===== src/rtl/tx_axis_arbiter.sv =====
// Frame-atomic AXI-Stream arbiter: shares the MAC TX stream among NUM_PORTS requesters, round-robin by default.
// Latency: one idle arbitration cycle before each frame, then a zero-latency combinational forward of the granted port.
// Backpressure: m_axis_tready is forwarded to the granted port only; every other requester sees tready=0 and holds its data.
//
// Ports:
//   sys_clk, sys_rst_n          clock, asynchronous active-low reset
//   s_axis_t*                   packed per-port slave streams (port i = slice i)
//   m_axis_t*                   single master stream to the MAC
//   grant_valid / grant_idx     BUSY indication and current or last granted port
//   frame_done                  one-cycle pulse the cycle after a tlast handshake
//   stat_frames                 per-port 16-bit completed-frame counters (slice i = port i), wrapping
// Optional build macro: TX_ARB_STRICT_PRIO_EN gives port 0 strict priority over the round-robin ports.
module tx_axis_arbiter #(
    parameter int NUM_PORTS       = 3,
    parameter int AXIS_DATA_WIDTH = 64,
    parameter int AXIS_DATA_BYTES = AXIS_DATA_WIDTH / 8,
    parameter int IDX_WIDTH       = 2
) (
    input  logic                                 sys_clk,
    input  logic                                 sys_rst_n,
    input  logic [NUM_PORTS*AXIS_DATA_WIDTH-1:0] s_axis_tdata,
    input  logic [NUM_PORTS*AXIS_DATA_BYTES-1:0] s_axis_tkeep,
    input  logic [NUM_PORTS-1:0]                 s_axis_tvalid,
    input  logic [NUM_PORTS-1:0]                 s_axis_tlast,
    output logic [NUM_PORTS-1:0]                 s_axis_tready,
    output logic [AXIS_DATA_WIDTH-1:0]           m_axis_tdata,
    output logic [AXIS_DATA_BYTES-1:0]           m_axis_tkeep,
    output logic                                 m_axis_tvalid,
    output logic                                 m_axis_tlast,
    input  logic                                 m_axis_tready,
    output logic                                 grant_valid,
    output logic [IDX_WIDTH-1:0]                 grant_idx,
    output logic                                 frame_done,
    output logic [NUM_PORTS*16-1:0]              stat_frames
);

    typedef enum logic {IDLE = 1'b0, BUSY = 1'b1} state_t;

    state_t                  r_state;
    state_t                  w_state_nxt;
    logic [IDX_WIDTH-1:0]    r_rr_ptr;
    logic [IDX_WIDTH-1:0]    w_rr_nxt;
    logic [IDX_WIDTH-1:0]    r_grant_idx;
    logic [IDX_WIDTH-1:0]    w_winner;
    logic                    w_any;
    logic [IDX_WIDTH:0]      w_cand;
    logic [NUM_PORTS-1:0]    w_req;
    logic                    w_end;
    logic                    r_frame_done;
    logic [NUM_PORTS*16-1:0] r_stat_frames;

`ifdef TX_ARB_STRICT_PRIO_EN
    // Port 0 is handled outside the rotation, so it is masked from the round-robin search.
    assign w_req = s_axis_tvalid & {{(NUM_PORTS-1){1'b1}}, 1'b0};
`else
    assign w_req = s_axis_tvalid;
`endif

    // Round-robin search starting at r_rr_ptr; the candidate index is wrapped by
    // subtraction because NUM_PORTS need not be a power of two.
    always_comb begin
        w_any    = 1'b0;
        w_winner = '0;
        w_cand   = '0;
        for (int k = 0; k < NUM_PORTS; k++) begin
            w_cand = {1'b0, r_rr_ptr} + (IDX_WIDTH+1)'(k);
            if (w_cand >= (IDX_WIDTH+1)'(NUM_PORTS)) begin
                w_cand = w_cand - (IDX_WIDTH+1)'(NUM_PORTS);
            end
            for (int i = 0; i < NUM_PORTS; i++) begin
                if (!w_any && w_req[i] && (w_cand == (IDX_WIDTH+1)'(i))) begin
                    w_any    = 1'b1;
                    w_winner = IDX_WIDTH'(i);
                end
            end
        end
`ifdef TX_ARB_STRICT_PRIO_EN
        if (s_axis_tvalid[0]) begin
            w_any    = 1'b1;
            w_winner = '0;
        end
`endif
    end

    // Combinational forward of the granted port. An out-of-range grant matches no
    // port and therefore leaves every output at zero.
    always_comb begin
        m_axis_tdata  = '0;
        m_axis_tkeep  = '0;
        m_axis_tvalid = 1'b0;
        m_axis_tlast  = 1'b0;
        s_axis_tready = '0;
        if (r_state == BUSY) begin
            for (int i = 0; i < NUM_PORTS; i++) begin
                if (r_grant_idx == IDX_WIDTH'(i)) begin
                    m_axis_tdata     = s_axis_tdata[i*AXIS_DATA_WIDTH +: AXIS_DATA_WIDTH];
                    m_axis_tkeep     = s_axis_tkeep[i*AXIS_DATA_BYTES +: AXIS_DATA_BYTES];
                    m_axis_tvalid    = s_axis_tvalid[i];
                    m_axis_tlast     = s_axis_tlast[i];
                    s_axis_tready[i] = m_axis_tready;
                end
            end
        end
    end

    assign w_end = m_axis_tvalid & m_axis_tready & m_axis_tlast;

    // Next-state and pointer update.
    always_comb begin
        w_state_nxt = r_state;
        w_rr_nxt    = r_rr_ptr;
        case (r_state)
            IDLE: begin
                if (w_any) begin
                    w_state_nxt = BUSY;
                end
            end
            BUSY: begin
                if (w_end) begin
                    w_state_nxt = IDLE;
                    if (r_grant_idx >= IDX_WIDTH'(NUM_PORTS-1)) begin
                        w_rr_nxt = '0;
                    end else begin
                        w_rr_nxt = r_grant_idx + 1'b1;
                    end
`ifdef TX_ARB_STRICT_PRIO_EN
                    // Priority grants do not consume a round-robin turn.
                    if (r_grant_idx == '0) begin
                        w_rr_nxt = r_rr_ptr;
                    end
`endif
                end
            end
            default: w_state_nxt = IDLE;
        endcase
    end

    always_ff @(posedge sys_clk or negedge sys_rst_n) begin
        if (!sys_rst_n) begin
            r_state       <= IDLE;
            r_rr_ptr      <= '0;
            r_grant_idx   <= '0;
            r_frame_done  <= 1'b0;
            r_stat_frames <= '0;
        end else begin
            r_state      <= w_state_nxt;
            r_rr_ptr     <= w_rr_nxt;
            r_frame_done <= w_end;
            if (r_state == IDLE && w_any) begin
                r_grant_idx <= w_winner;
            end
            for (int i = 0; i < NUM_PORTS; i++) begin
                if (w_end && r_grant_idx == IDX_WIDTH'(i)) begin
                    r_stat_frames[i*16 +: 16] <= r_stat_frames[i*16 +: 16] + 16'd1;
                end
            end
        end
    end

    assign grant_valid = (r_state == BUSY);
    assign grant_idx   = r_grant_idx;
    assign frame_done  = r_frame_done;
    assign stat_frames = r_stat_frames;

endmodule


===== config.mk =====
export PLATFORM = sky130hd
export DESIGN_NAME = tx_axis_arbiter
export DESIGN_NICKNAME = d
export VERILOG_FILES = /design/src/rtl/tx_axis_arbiter.sv
export SDC_FILE = /design/constraint.sdc
export NUM_CORES = 1
export LEC_CHECK = 0
export ABC_CLOCK_PERIOD_IN_PS = 2400
export CORE_AREA = 2 2 137 139
export DETAILED_ROUTE_END_ITERATION = 8
export DIE_AREA = 0 0 139 141
export SYNTH_ARGS = -nofsm -noshare
export SYNTH_HDL_FRONTEND = slang
export SYNTH_SLANG_ARGS = --single-unit

===== constraint.sdc =====
create_clock -name sys_clk -period 2.4 [get_ports sys_clk]
set_input_delay 0.24 -clock sys_clk [delete_from_list [all_inputs] [get_ports sys_clk]]
set_output_delay 0.24 -clock sys_clk [all_outputs]
set_load 0.03 [all_outputs]

# == Word-level counts from Yosys, hierarchy flattened ==
# Index checks and enable logic that the tools add are counted.
# totals
out_inout_bits,129
inputBits,225
register_bits,54
wordCells,109
# op_classes
order_cmp,4
n_bitwise,3
eq_ne,8
muxes,44
addsub,9
n_reduce_logical,34
# ops
operator,n
2-to-1 mux 64 bit,4
"adder 16 x 1 -> 16 bit, second input constant",3
2-to-1 mux 8 bit,4
2-to-1 mux 1 bit,23
logical AND 1 bit,21
2-to-1 mux 2 bit,8
2-to-1 mux 3 bit,4
"equality test 3 x 1 -> 1 bit, second input constant",3
"equality test 3 x 2 -> 1 bit, second input constant",3
logical NOT 3 bit,3
logical NOT 1 bit,8
">= comparator 3 x 2 -> 1 bit, second input constant",2
"subtractor 3 x 2 -> 3 bit, second input constant",2
">= comparator 2 bit, second input constant",2
"adder 2 x 1 -> 3 bit, second input constant",1
"adder 2 x 2 -> 3 bit, second input constant",1
"subtractor 2 x 2 -> 3 bit, second input constant",1
"adder 2 x 1 -> 2 bit, second input constant",1
bitwise AND 1 bit,2
"equality test 2 x 1 -> 1 bit, second input constant",1
"equality test 2 bit, second input constant",1
logical NOT 2 bit,1
one-hot mux 1 bit (2 select lines),1
AND reduction 2 bit,1
inverter 1 bit,1

# == Longest topological paths before layout ==
# depth
word_depth,39
mapped_depth,7

# == Worst setup path after synthesis ==
# No wires, ideal clock.
# synth_timing
path_kind,register to register
start,"register r_state, in the netlist grant_valid"
end,"register r_stat_frames[33], in the netlist stat_frames[33]"
path_buffers,1
stages_incl_launch_ff,6
slack_ps,248
synth_period_minus_slack_ps,2152
required_time_ps,2275
arrival_ps,2027
setup_time_ps,125
path_cell_list,dfrtp_1 -> buf_2 -> nand3b_1 -> nor2_1 -> and3_1 -> mux2_2
# synth_between
elab_chain_len,4
# synth_lines
element,line,text
"start, declared",39,state_t r_state;
"start signal, assigned",146,r_state <= w_state_nxt;
2-to-1 mux 1 bit,93,if (r_state == BUSY) begin
bitwise AND 1 bit,106,assign w_end = m_axis_tvalid & m_axis_tready & m_axis_tlast;
bitwise AND 1 bit (*),106,
logical AND 1 bit (*),153,if (w_end && r_grant_idx == IDX_WIDTH'(i)) begin
"end signal, assigned by index",154,r_stat_frames[i*16 +: 16] <= r_stat_frames[i*16 +: 16] + 16'd1;
"end, declared",50,logic [NUM_PORTS*16-1:0] r_stat_frames;
# Every way passes the cells marked *; elsewhere a longest branch is shown, timed or not.
# A chain may end at the register's enable or synchronous reset.

# == Final worst setup path ==
# layout_timing
start,"register r_grant_idx[1], in the netlist grant_idx[1]"
end,output port m_axis_tdata[16]
# layout_between
elab_chain_len,5
# layout_lines
element,line,text
"start, declared",43,logic [IDX_WIDTH-1:0] r_grant_idx;
"start signal, assigned",150,r_grant_idx <= w_winner;
logical NOT 2 bit,95,if (r_grant_idx == IDX_WIDTH'(i)) begin
2-to-1 mux 64 bit (2 in a row),95,
2-to-1 mux 64 bit (*),95,
2-to-1 mux 64 bit (*),93,
"end, declared",26,"output logic [AXIS_DATA_WIDTH-1:0] m_axis_tdata,"
# Marks and branches as above.

==> flow_summary_export.csv <==
group,metric,value,unit
placed_design,place_congestion,0.820,
setup_path,cp_slowest_stage_delay,570,ps
setup_path,crit_family,"simple AND/OR/NAND/NOR gates",
hold_path,hp-class,"in2async",
global_routing,track_usage,19.0,%
clocking,clock_tree.htree_level_count,2,
sta,slew_headroom,54.7,%
pwr,p_int,0.00398,W
floorplanning,rows,50,
clocking,clk_pin_slew_worst_paths,70,ps
routing,vias,5086,
floorplanning,dieArea,19600,um^2
synth,syn_avg_cell_area,8.16,um^2
placed_design,dp_hpwl,15600,um
clocking,cts_post_setup_buffers_inserted,0,
synth,synth_fa_ha_area_share,1.39,%
finish,stdcell_count,1127,
finish,utilization,46.2,%
pwr,powerDensity,917,nW/um^2
synth,synth_top_family_by_area,"simple AND/OR/NAND/NOR gates",
run_status,status,"finished, final reports clean",
pwr,clockPowerShare,9.0,%
finish,diodes,0,
setup_path,worst-path-buf-inv,2,
placed_design,dp_cells,1118,
setup_path,endpoint_kind,"primary output",
routing,drc,0,
clocking,cts_buffers,5,
setup_path,ff2ff_setup_slack,390,ps
setup_path,worstSetupPathType,"reg2out",
global_routing,grt_pass1_vias,5069,
global_routing,grt_pass1_wl,29300,um
sta,finalSetupViolCount,0,
finish,final_nets,1123,
setup_path,required,2160,ps
synth,synthMuxAreaShare,17.0,%
synth,synthesis.nets,783,
floorplanning,num_io_pins,354,
synth,synthesis.area,4510,um^2
sta,drv_slew,0,
finish,syn_to_final_growth,87.2,%
routing,wire_per_inst,17.7,um
sta,rsz0062_at_grt,"false",
flow_run,cap_violations,0,
setup_path,start_kind,"register",
routing,routed_wl,20000,um
pwr,p_sw_share,48.7,%
global_routing,antenna_found_initial,1,
sta,tns,0,ps
pwr,combinationalPowerShare,75.8,%
synth,synth_compound_area_share,10.1,%
sta,period_share,94.8,%
synth,synth_xor_area_share,8.74,%
routing,drt-pass1-iter-count,4,
synth,ys_warn_count,0,
clocking,cts.sinks,54,
floorplanning,die_y,141,um
finish,drive_gt1_share,11.9,%
routing,ant_nets,0,
global_routing,grt_start_max_net_pins,79,
global_routing,grt_overflow,0,
sta,finClkSkew,4.17,ps
pwr,leakage,3.68,nW
pwr,seqPwrFrac,15.2,%
floorplanning,core_area,18300,um^2
clocking,cts-root-buf,"clkbuf_16",
synth,ys_seq_elements,54,
setup_path,critPathSlowestCell,"dfrtp_4",
setup_path,crit_chain,"and2b_2 > buf_16 > nand2_1 > o21ai_0 > and2_1 > buf_4",
setup_path,cp.arrival,2040,ps
sta,hold_viol,0,
sta,timing.final.crit_period,2280,ps
floorplanning,die_x,139,um
synth,synth_edf_count,0,
synth,syn_inst,553,
clocking,clk_latency,290,ps
sta,fmax,439,MHz
floorplanning,start_util,24.7,%
synth,async_flop_share,100,%
sta,worstMarginPinSlew,680,ps
synth,synthSimpleGateAreaFrac,28.9,%
routing,drt_iter0_drc,146,
synth,synthDistinctLibCells,39,
placed_design,portBuffers,353,
clocking,clk_path_buf_depth,2,
clocking,cts_tree,"built",
routing,via_per_inst,4.51,
pwr,p_sw,0.00377,W
pwr,peakVddDrop,0.000595,V
synth,yosysSeqAreaShare,30.0,%
synth,synth_ff_type,"dfrtp_1",
setup_path,cp_max_fo,36,
==> metrics by stage <==
stage	power (W)	hold WS, ps	area [um^2]	setup slack (ps)
after floorplan	0.00462	-55.6	4510	248
after global placement	0.00707	184	8260	352
after detailed placement	0.00705	197	8260	311
after CTS	0.00777	403	8410	75.7
after global routing	0.00822	439	8450	4.91
final	0.00775	397	8450	124
==> Yosys cell counts (2+ instances only) <==
cell type | count | area, um^2
nor3_1 | 4 | 20.0
xor2_1 | 14 | 123
nor4b_4 | 2 | 47.6
buf_1 | 2 | 7.51
nand2_1 | 96 | 360
nor2_1 | 14 | 52.6
inv_1 | 7 | 26.3
o2bb2ai_1 | 2 | 17.5
mux2i_1 | 73 | 731
nand4_1 | 11 | 68.8
buf_4 | 2 | 15.0
and4_1 | 5 | 43.8
nand3_1 | 16 | 80.1
nor2b_1 | 2 | 12.5
mux2_2 | 2 | 22.5
a2bb2oi_1 | 2 | 17.5
clkbuf_1 | 22 | 82.6
xnor2_1 | 31 | 272
buf_2 | 8 | 40.0
o21ai_0 | 77 | 385
dfrtp_1 | 54 | 1350
and3_1 | 11 | 68.8
a21o_1 | 2 | 15.0
ha_1 | 5 | 62.6
and2_1 | 75 | 469
==> per-layer routing <==
metal  wire, um  track usage (%)
met5         11                0
met4        171             2.92
met3       1450             5.23
met2       9970             32.8
met1       8360             24.3
==> worst register-to-register path, delay by kind of cell, from the launching register on <==
kind | cells | cell delay (ps)
buf+inv | 1 | 230
flops | 1 | 570
simple gates | 3 | 720
compound gates | 1 | 230
xor+xnor | 1 | 150
==> registers in the layout, indices dropped and copies added, names as in the netlist <==
register and count:
stat_frames 48, grant_idx 2, r_rr_ptr 2, frame_done 1
grant_valid 1
==> kinds of logic (layout without fill, tap and decap cells) <==
| family | count (synthesis) | count (layout) |
|---|---|---|
| and+or+nand+nor | 245 | 245 |
| AOI/OAI and AO/OA | 86 | 86 |
| muxes | 76 | 76 |
| DFF | 54 | 54 |
| xor gates and xnor gates | 45 | 45 |
| buffers and inverters | 42 | 382 |
| adders and majority gates | 5 | 5 |
==> power groups by stage <==
stage                     logic [W]  clock network (W)  registers (W)
final                       0.00587           0.000696        0.00118
after global routing        0.00628           0.000739        0.00120
after CTS                   0.00589           0.000709        0.00118
after detailed placement    0.00586                  0        0.00119
after global placement      0.00588                  0        0.00119
after floorplan             0.00333                  0        0.00129
==> cell usage in the layout, fill, tap and decap left out, types with 2 or more instances in the layout <==
master	Yosys	layout
clkbuf_16	0	6
and4_1	5	5
and3_1	11	11
buf_12	0	11
nand4_1	11	11
xnor2_1	31	31
ha_1	5	5
and2_1	75	75
a2bb2oi_1	2	2
nor2b_1	2	2
buf_4	2	74
nor3_1	4	4
buf_16	0	2
nor2_1	14	14
nor4b_4	2	2
mux2_2	2	2
a21o_1	2	2
inv_1	7	7
o2bb2ai_1	2	2
mux2i_1	73	73
xor2_1	14	14
o21ai_0	77	77
clkdlybuf4s50_1	0	277
dfrtp_2	0	2
nand3_1	16	16
nand2_1	96	96
dfrtp_1	54	51
==> timing repair <==
item                                    in CTS  in global routing
hold endpoints to repair                    15                  0
hold buffers                                 1                  0
endpoints found under the setup margin       0                  6
gates resized for setup                      0                  2
==> area by class of cell <==
class | instances | area [um^2]
clock buffers | 6 | 129
clock inverters | 1 | 7.51
fillers | 1838 | 9820
inverters | 8 | 30.0
multi-input cells | 457 | 2990
flip-flops and latches | 54 | 1360
well taps | 234 | 293
repair buffers | 367 | 3640
==> final timing paths <==
kind                                             start                          end  depth (start not counted)
min reg2reg                stat_frames[31]$_DFFE_PN0P_  stat_frames[31]$_DFFE_PN0P_                          1
max reg2reg                   grant_idx[1]$_DFFE_PN0P_  stat_frames[36]$_DFFE_PN0P_                          6
min in group sys_clk       stat_frames[31]$_DFFE_PN0P_  stat_frames[31]$_DFFE_PN0P_                          1
max                           grant_idx[1]$_DFFE_PN0P_             m_axis_tdata[16]                          6
min                                          sys_rst_n  stat_frames[25]$_DFFE_PN0P_                          2
max in group asynchronous                    sys_rst_n  stat_frames[33]$_DFFE_PN0P_                          3
(Power assumes the default switching activity.)
==> RTL change: new RTL, config.mk and constraints unchanged <==
Add a define of `TX_ARB_STRICT_PRIO_EN`.
--- a/src/rtl/tx_axis_arbiter.sv
+++ b/src/rtl/tx_axis_arbiter.sv
@@ -12,2 +12,4 @@
 // Optional build macro: TX_ARB_STRICT_PRIO_EN gives port 0 strict priority over the round-robin ports.
+`define TX_ARB_STRICT_PRIO_EN
+
 module tx_axis_arbiter #(
Function: changed (a bounded check fails within 4 cycles, from zero or initial values and one cycle with sys_rst_n low).
==> RTL change against the original RTL <==
- the flow now finishes with violations (negative hold slack)
- total power down 6.9%
- setup slack better by 0.049 ns
- clock skew up 0.0078 ns
- non-clock buffer count down 3
- sequential share of layout area up 0.18 points
- first-iteration DRC count down 5.5%
- worst hold slack worse by 0.40 ns
- core utilization down 0.50 points
- wire length down 1.0%
- fmax up 2.2%
- sequential cell count unchanged
- design area down 1.1%
- area after synthesis up 1.8%
==> RTL change: results (changes against the original RTL) <==
| Metric | Value |
|---|---|
| Hold WS | `-0.000340 ns (-0.397 ns)` |
| Worst vdd ir | `0.000493 V (-17%)` |
| DRT iter0 DRCs | `138 (-5.5%)` |
| Share of the synthesized area in the top cell type | `0.294 (-0.00530)` |
| Vias in the first global route | `5119 (+0.99%)` |
| Ranking of synthesized cells by area | `dfrtp_1 (29%), mux2i_1 (16%), and2_1 (10%), o21ai_0 (8.1%), nand2_1 (7.8%)` |
| Status | `finished with violations` |
| Metal2 WL | `9620 um (-3.6%)` |
| Gr usage total | `0.194 (+0.00411)` |
| Share of cells above drive strength 1 | `0.128 (+0.00965)` |
| P_leak | `3.37 nW (-8.6%)` |
| Worst R2R Path Depth | `5 (-1)` |
| Vias/cell | `4.45 (-1.5%)` |
| Met2 Track Usage GR | `0.331 (+0.00285)` |
| Sequential cell area fraction in the yosys report | `0.294 (-0.00530)` |
| Tmin final | `2.23 ns (-0.0486 ns)` |
| HPWL Detailed | `15600 um (about the same)` |
| Post-synth cell types | `42 (+7.7%)` |
| Placed Area | `8200 um2 (-0.77%)` |
| Met3 wire length | `1220 um (-16%)` |
| Failing checks | `negative hold slack` |
| Worst path arrival time | `1.99 ns (-0.05 ns)` |
| Syn nets | `791 (+1.0%)` |
| First-pass GRT wire length | `30200 um (+2.9%)` |
| Worst Setup EP | `m_axis_tdata[8]` |
| Slew @ Worst Pin | `0.735 ns (+0.0557 ns)` |
| Synth Area in Compound Gates | `0.0983 (-0.00288)` |
| GP Congestion | `0.829 (+1.1%)` |
| DRT Wirelength | `19800 um (-1.0%)` |
| Mux cell area share after synthesis | `0.171 (+0.00108)` |
| Setup WS pre-CTS | `0.276 ns (-0.0349 ns)` |
| Hold Vio Cnt, Final | `1 (+1)` |
| Initial antenna violation count | `7 (+6)` |
| XOR/XNOR Fraction of Synth Area | `0.0858 (-0.00155)` |
| Final-stage net count | `1125 (+0.18%)` |
==> RTL change: changes by cell type in the layout (fill, tap and decap cells not counted), sizes merged, moves of 2 or more <==
cell     delta
clkbuf      -2
inv         +3
a21o        -2
nor2        +8
nor3        +3
o21ai       -2
xnor2       -8
nand4       -5
mux2        +2
xor2        +8
nor4        +2
diode       +6
a2bb2oi     -2
==> RTL change: power by group <==
| group | switching [mW] | leakage [nW] | total (mW) | internal [mW] |
|---|---|---|---|---|
| Sequential | 0.174 | 0.710 | 1.20 | 1.03 |
| Clock | 0.331 | 0.0740 | 0.718 | 0.387 |
| Combinational | 3.07 | 2.58 | 5.29 | 2.22 |
| Total | 3.57 | 3.37 | 7.21 | 3.64 |
==> RTL change: worst min path at each step <==
stage	startpoint	end	slack [ns]	depth (start not counted)
after global placement	sys_rst_n	stat_frames[26]$_DFFE_PN0P_	0.33	1
after floorplan	sys_rst_n	frame_done$_DFF_PN0_	-0.06	0
final	sys_rst_n	stat_frames[30]$_DFFE_PN0P_	-0.0003	1
after global routing	sys_rst_n	stat_frames[30]$_DFFE_PN0P_	0.04	1
after CTS	sys_rst_n	stat_frames[30]$_DFFE_PN0P_	0.02	1
after detailed placement	sys_rst_n	stat_frames[29]$_DFFE_PN0P_	0.34	1
==> RTL change: critical path, cell delays in order (launching register included) <==
cell and delay, ns:
dfrtp_4 0.56, nor2b_4 0.25, buf_12 0.30, nand2_1 0.08
o21ai_0 0.09, and2_1 0.16, buf_4 0.16
==> RTL change: area by class of cell <==
type                       instances  area, um2
fill                            1857       9910
timing repair buffer             364       3470
multi-input combinational        461       3040
sequential                        54       1360
tap                              234        293
clock buffer                       5        125
inverter                           9       33.8
clock inverter                     3       18.8
antenna                            6       15.0
